**config.mk**
```make
export PLATFORM = sky130hd
export DESIGN_NAME = bus_arbiter_2to1
export DESIGN_NICKNAME = d
export VERILOG_FILES = /design/src/rtl/bus_arbiter_2to1.sv
export SDC_FILE = /design/constraint.sdc
export NUM_CORES = 1
export LEC_CHECK = 0
export ABC_AREA = 1
export CAP_MARGIN = 20
export CORE_ASPECT_RATIO = 1.4
export CORE_MARGIN = 3
export CORE_UTILIZATION = 27
export CTS_BUF_LIST = sky130_fd_sc_hd__clkbuf_2 sky130_fd_sc_hd__clkbuf_4 sky130_fd_sc_hd__clkbuf_8
export DETAILED_ROUTE_END_ITERATION = 7
export GPL_TIMING_DRIVEN = 0
export PLACE_DENSITY = 0.88
export SLEW_MARGIN = 20
export SYNTH_ARGS = -nofsm -noshare
export SYNTH_HDL_FRONTEND = slang
export SYNTH_SLANG_ARGS = --single-unit
```
**constraint.sdc**
```tcl
create_clock -name i_CLK -period 2.5 [get_ports i_CLK]
set_clock_uncertainty 0.2 [all_clocks]
set_input_delay 0.5 -clock i_CLK [delete_from_list [all_inputs] [get_ports i_CLK]]
set_output_delay 0.5 -clock i_CLK [all_outputs]
set_load 0.05 [all_outputs]
```
**src/rtl/bus_arbiter_2to1.sv**
```systemverilog
// Two-requester round-robin arbiter for the shared memory port (0 = fetch, 1 = load/store).
// Optional busy watchdog enabled by defining HAZE_ARB_TIMEOUT_EN.
module bus_arbiter_2to1 #(
  parameter int ADDR_WIDTH     = 32,
  parameter int TIMEOUT_CYCLES = 16
) (
  input  logic                  i_CLK,
  input  logic                  i_RST_N,
  input  logic                  i_REQ0,
  input  logic [ADDR_WIDTH-1:0] i_ADDR0,
  input  logic                  i_REQ1,
  input  logic [ADDR_WIDTH-1:0] i_ADDR1,
  input  logic                  i_WE1,
  input  logic                  i_MEM_DONE,
  output logic                  o_GNT0,
  output logic                  o_GNT1,
  output logic                  o_SEL,
  output logic                  o_MEM_VALID,
  output logic [ADDR_WIDTH-1:0] o_ADDR,
  output logic                  o_WE,
  output logic                  o_DONE0,
  output logic                  o_DONE1,
  output logic                  o_ERR
);

  typedef enum logic [1:0] {
    ST_IDLE  = 2'd0,
    ST_BUSY0 = 2'd1,
    ST_BUSY1 = 2'd2
  } state_t;

  state_t state_r;
  state_t state_next_s;
  logic   last_r;
  logic   sel_r;
  logic   busy_s;
  logic   timeout_s;
  logic   complete_s;
  logic   start0_s;
  logic   start1_s;

  assign busy_s     = (state_r == ST_BUSY0) || (state_r == ST_BUSY1);
  assign complete_s = i_MEM_DONE | timeout_s;
  assign start0_s   = (state_next_s == ST_BUSY0) && (state_r != ST_BUSY0);
  assign start1_s   = (state_next_s == ST_BUSY1) && (state_r != ST_BUSY1);

`ifdef HAZE_ARB_TIMEOUT_EN
  localparam int CNT_W = $clog2(TIMEOUT_CYCLES);

  logic [CNT_W-1:0] cnt_r;

  // Busy-cycle watchdog: restarts on every new grant, idles at zero.
  always_ff @(posedge i_CLK) begin
    if (!i_RST_N) begin
      cnt_r <= '0;
    end else if (start0_s || start1_s) begin
      cnt_r <= '0;
    end else if (busy_s) begin
      cnt_r <= cnt_r + CNT_W'(1);
    end else begin
      cnt_r <= '0;
    end
  end

  // A real completion in the same cycle takes precedence over the watchdog.
  assign timeout_s = busy_s && (cnt_r == CNT_W'(TIMEOUT_CYCLES - 1)) && !i_MEM_DONE;
`else
  // TIMEOUT_CYCLES only matters with the watchdog; grants otherwise wait for i_MEM_DONE.
  assign timeout_s = 1'b0 & (TIMEOUT_CYCLES >= 2);
`endif

  // Next-state decision: round-robin in IDLE, back-to-back handoff on completion.
  always_comb begin
    state_next_s = state_r;
    case (state_r)
      ST_IDLE: begin
        if (i_REQ0 && (!i_REQ1 || last_r)) begin
          state_next_s = ST_BUSY0;
        end else if (i_REQ1) begin
          state_next_s = ST_BUSY1;
        end else begin
          state_next_s = ST_IDLE;
        end
      end
      ST_BUSY0: begin
        if (complete_s) begin
          state_next_s = i_REQ1 ? ST_BUSY1 : ST_IDLE;
        end else begin
          state_next_s = ST_BUSY0;
        end
      end
      ST_BUSY1: begin
        if (complete_s) begin
          state_next_s = i_REQ0 ? ST_BUSY0 : ST_IDLE;
        end else begin
          state_next_s = ST_BUSY1;
        end
      end
      default: state_next_s = ST_IDLE;
    endcase
  end

  // State, last-served pointer and mux select; select holds through IDLE.
  always_ff @(posedge i_CLK) begin
    if (!i_RST_N) begin
      state_r <= ST_IDLE;
      last_r  <= 1'b1;
      sel_r   <= 1'b0;
    end else begin
      state_r <= state_next_s;
      if (start0_s) begin
        last_r <= 1'b0;
        sel_r  <= 1'b0;
      end else if (start1_s) begin
        last_r <= 1'b1;
        sel_r  <= 1'b1;
      end else begin
        last_r <= last_r;
        sel_r  <= sel_r;
      end
    end
  end

  // Decodes are forced low while reset is asserted, even before the reset edge.
  assign o_GNT0      = i_RST_N & (state_r == ST_BUSY0);
  assign o_GNT1      = i_RST_N & (state_r == ST_BUSY1);
  assign o_MEM_VALID = o_GNT0 | o_GNT1;
  assign o_SEL       = sel_r;
  assign o_ADDR      = sel_r ? i_ADDR1 : i_ADDR0;
  assign o_WE        = i_WE1 & o_GNT1;
  assign o_DONE0     = o_GNT0 & i_MEM_DONE;
  assign o_DONE1     = o_GNT1 & i_MEM_DONE;
  assign o_ERR       = i_RST_N & timeout_s;

endmodule

```
==> run metrics <==
Post-DP HPWL=3400 microns; crit path launch type=input port; post-synthesis adder-cell area fraction=0; Post-Synth XOR/XNOR Area=0; Synth Area in Compound Gates=0.0296; CTS Buffer Depth=2; n_diodes=0; sequential area share after synthesis=0.0998; slew of the pin with the lowest slew margin=0.524 ns; # nets final=roughly 260; cell-internal power=0.407 mW; post-layout util=0.694; Core Box Area=approximately 2700 sq um; Die Area=about 3700 sq um; Cell Area, Synth=between 800 and 900 sq um; Gate Count Post-Synth=81; Slew Viols, Final=0; first-pass GRT wire length=5830 microns; clock share of power=0.111; Worst Path Arrival=~1.8 ns; Seq. cell area=roughly 80 sq um; sw frac=0.498; Vias=between 1k and 1.5k; Post-Synthesis Net Count=151; multi-input logic area=a little over 600 sq um; largest net degree at the start of global routing=11; GRT Util Overall=0.220; Psw=around 0.40 mW; IO Pins=110; status=finished, final reports clean; Die W=~52 microns; Syn-to-layout area delta=136%; DRC=0; clock-pin slew on the worst setup and hold paths=0.04 ns; post-synthesis mux area share=0.585; CTS Sinks=4; Port Buffers=approximately 110; fill cell count=between 200 and 250; Pwr Density=approximately 430 nW/um^2; fin crit share=0.983; Placer Congestion=approximately 0.80; CTS Buf Count=3; Comb power frac=0.791; total power=roughly 0.81 mW; post-route ant nets=0; WL final=roughly 4100 microns; Max-slew headroom=0.652; P_leak=~0.87 nW; Syn Area/Cell=around 9.9 sq um; part of the power in registers=0.097; worst ir drop on vdd=around 280 uV; Clock Tree Root=clkbuf_4; number of synthesized flops with an enable pin=0; crit-path max FO=7; min Tclk post-route=2.46 ns; Setup CP Type=in2out; Worst Hold Class=reg2reg; Die Y=about 70 microns; FF+latch count, synth=4; Synth Flop Type=dfxtp_1; share of cells above drive strength 1=0.271; Synth Warn #=0; post-synthesis simple-gate area fraction=0.136; max_cap viols=0; final setup fails=0; clock latency on the worst-skew pair=around 0.26 ns; RSZ-0062 raised after global routing=no; maximum clock frequency=between 400 and 500 MHz; initial core utilization=0.294; crit end category=output pin; vias per cell=~4.6; final hold vios=0; TritonCTS clock tree=done; distinct cell type count after synthesis=18; Hold WS=roughly 0.28 ns; Fin Setup TNS=0 ns; First DRT Iteration DRCs=17; initial antenna violation count=0; number of global-route vias before repair=between 1k and 1.5k; dpl cell area=1930 sq um; CTS HTree Levels=1; Final Cell Area=~1900 sq um; Row Count=22; WP data required=between 1.5 and 2 ns; Post-synth ARST share=0; drt pass-1 iters=4; largest family of logic cells by synthesized area=multiplexers; wire length per cell=between 15 and 20 microns; total global routing overflow=0
==> power by group through the flow <==
stage,logic (mW),clock network [mW],registers [mW]
4_1_cts,0.644,0.0880,0.0791
2_1_floorplan,0.426,0,0.0852
3_5_place_dp,0.683,0,0.0802
6_report,0.641,0.0900,0.0790
5_1_grt,0.669,0.0919,0.0804
3_3_place_gp,0.675,0,0.0794
==> layout make-up <==
| cell class | instances | share of cell area |
|---|---|---|
| multi-input cells | 62 | 0.320 |
| plain buffers | 5 | 0.0417 |
| clock buffers | 3 | 0.0119 |
| well taps | 36 | 0.0238 |
| flip-flops and latches | 4 | 0.0423 |
| repair buffers | 108 | 0.540 |
| inverters | 10 | 0.0198 |
==> critical path: stages <==
cell             delay (ns)
clkdlybuf4s50_1        0.48
inv_1                  0.12
a21oi_1                0.14
clkdlybuf4s15_1        0.51
==> path summary, 6_finish.rpt <==
kind	slack, ns	from	cells after the start	to
max	0.04	i_RST_N	4	o_MEM_VALID
max reg2reg	1.28	state_r[1]	7	last_r
min	0.28	last_r	2	last_r
min reg2reg	0.28	last_r	2	last_r
==> sequential cells by signal, indices dropped and copies added (netlist names) <==
signal / cells
last_r: 1
state_r: 2
o_SEL: 1
==> Yosys cell counts, types with 2 or more instances <==
master	number	share of area
mux2_2	3	0.042
nand3_1	3	0.019
mux2_4	29	0.54
nor2_2	3	0.023
nand2_1	9	0.042
inv_2	3	0.014
inv_1	7	0.033
a21oi_1	2	0.012
buf_12	3	0.075
dfxtp_1	4	0.10
nor2_1	8	0.037
==> through the flow <==
stage	worst slack [ns]	cells
floorplan	0.00545	81
CTS	0.00678	228
detailed placement	-0.401	225
global placement	-0.368	225
global route	0.00685	228
finish	0.0426	228
==> cell families (layout without fill, tap and decap cells) <==
family | after synthesis | in the layout
mux | 32 | 32
other cells | 1 | 1
flops | 4 | 4
simple gates | 25 | 25
buf+inv | 15 | 126
compound gates | 4 | 4
==> routing by layer <==
layer  global-route usage  share of wire  vias to the layer above
met2                0.359           0.46                       87
met5                    0              0                        -
met3                0.113           0.17                        9
met1                0.227           0.34                      454
met4               0.0962          0.024                        0
li1                     -              -                      493
==> what timing repair did <==
item                                    4_1_cts  5_1_grt
endpoints found under the setup margin       38        5
buffers inserted                              0        0
hold buffers                                  0        0
gates resized for setup                      47        7
pin swaps                                     0        0
==> cells in the final DEF (no fill, tap or decap), types with 3 or more instances in the layout <==
master / Yosys / routed
nand2_1: 9 / 9
dfxtp_1: 4 / 4
clkdlybuf4s50_1: 0 / 70
clkbuf_4: 0 / 3
mux2_4: 29 / 29
dlygate4sd2_1: 0 / 32
buf_12: 3 / 3
nor2_1: 8 / 8
nand3_1: 3 / 3
nor2_2: 3 / 3
inv_2: 3 / 3
inv_1: 7 / 7
mux2_2: 3 / 3
No activity file was read; power rests on OpenSTA's default activity.
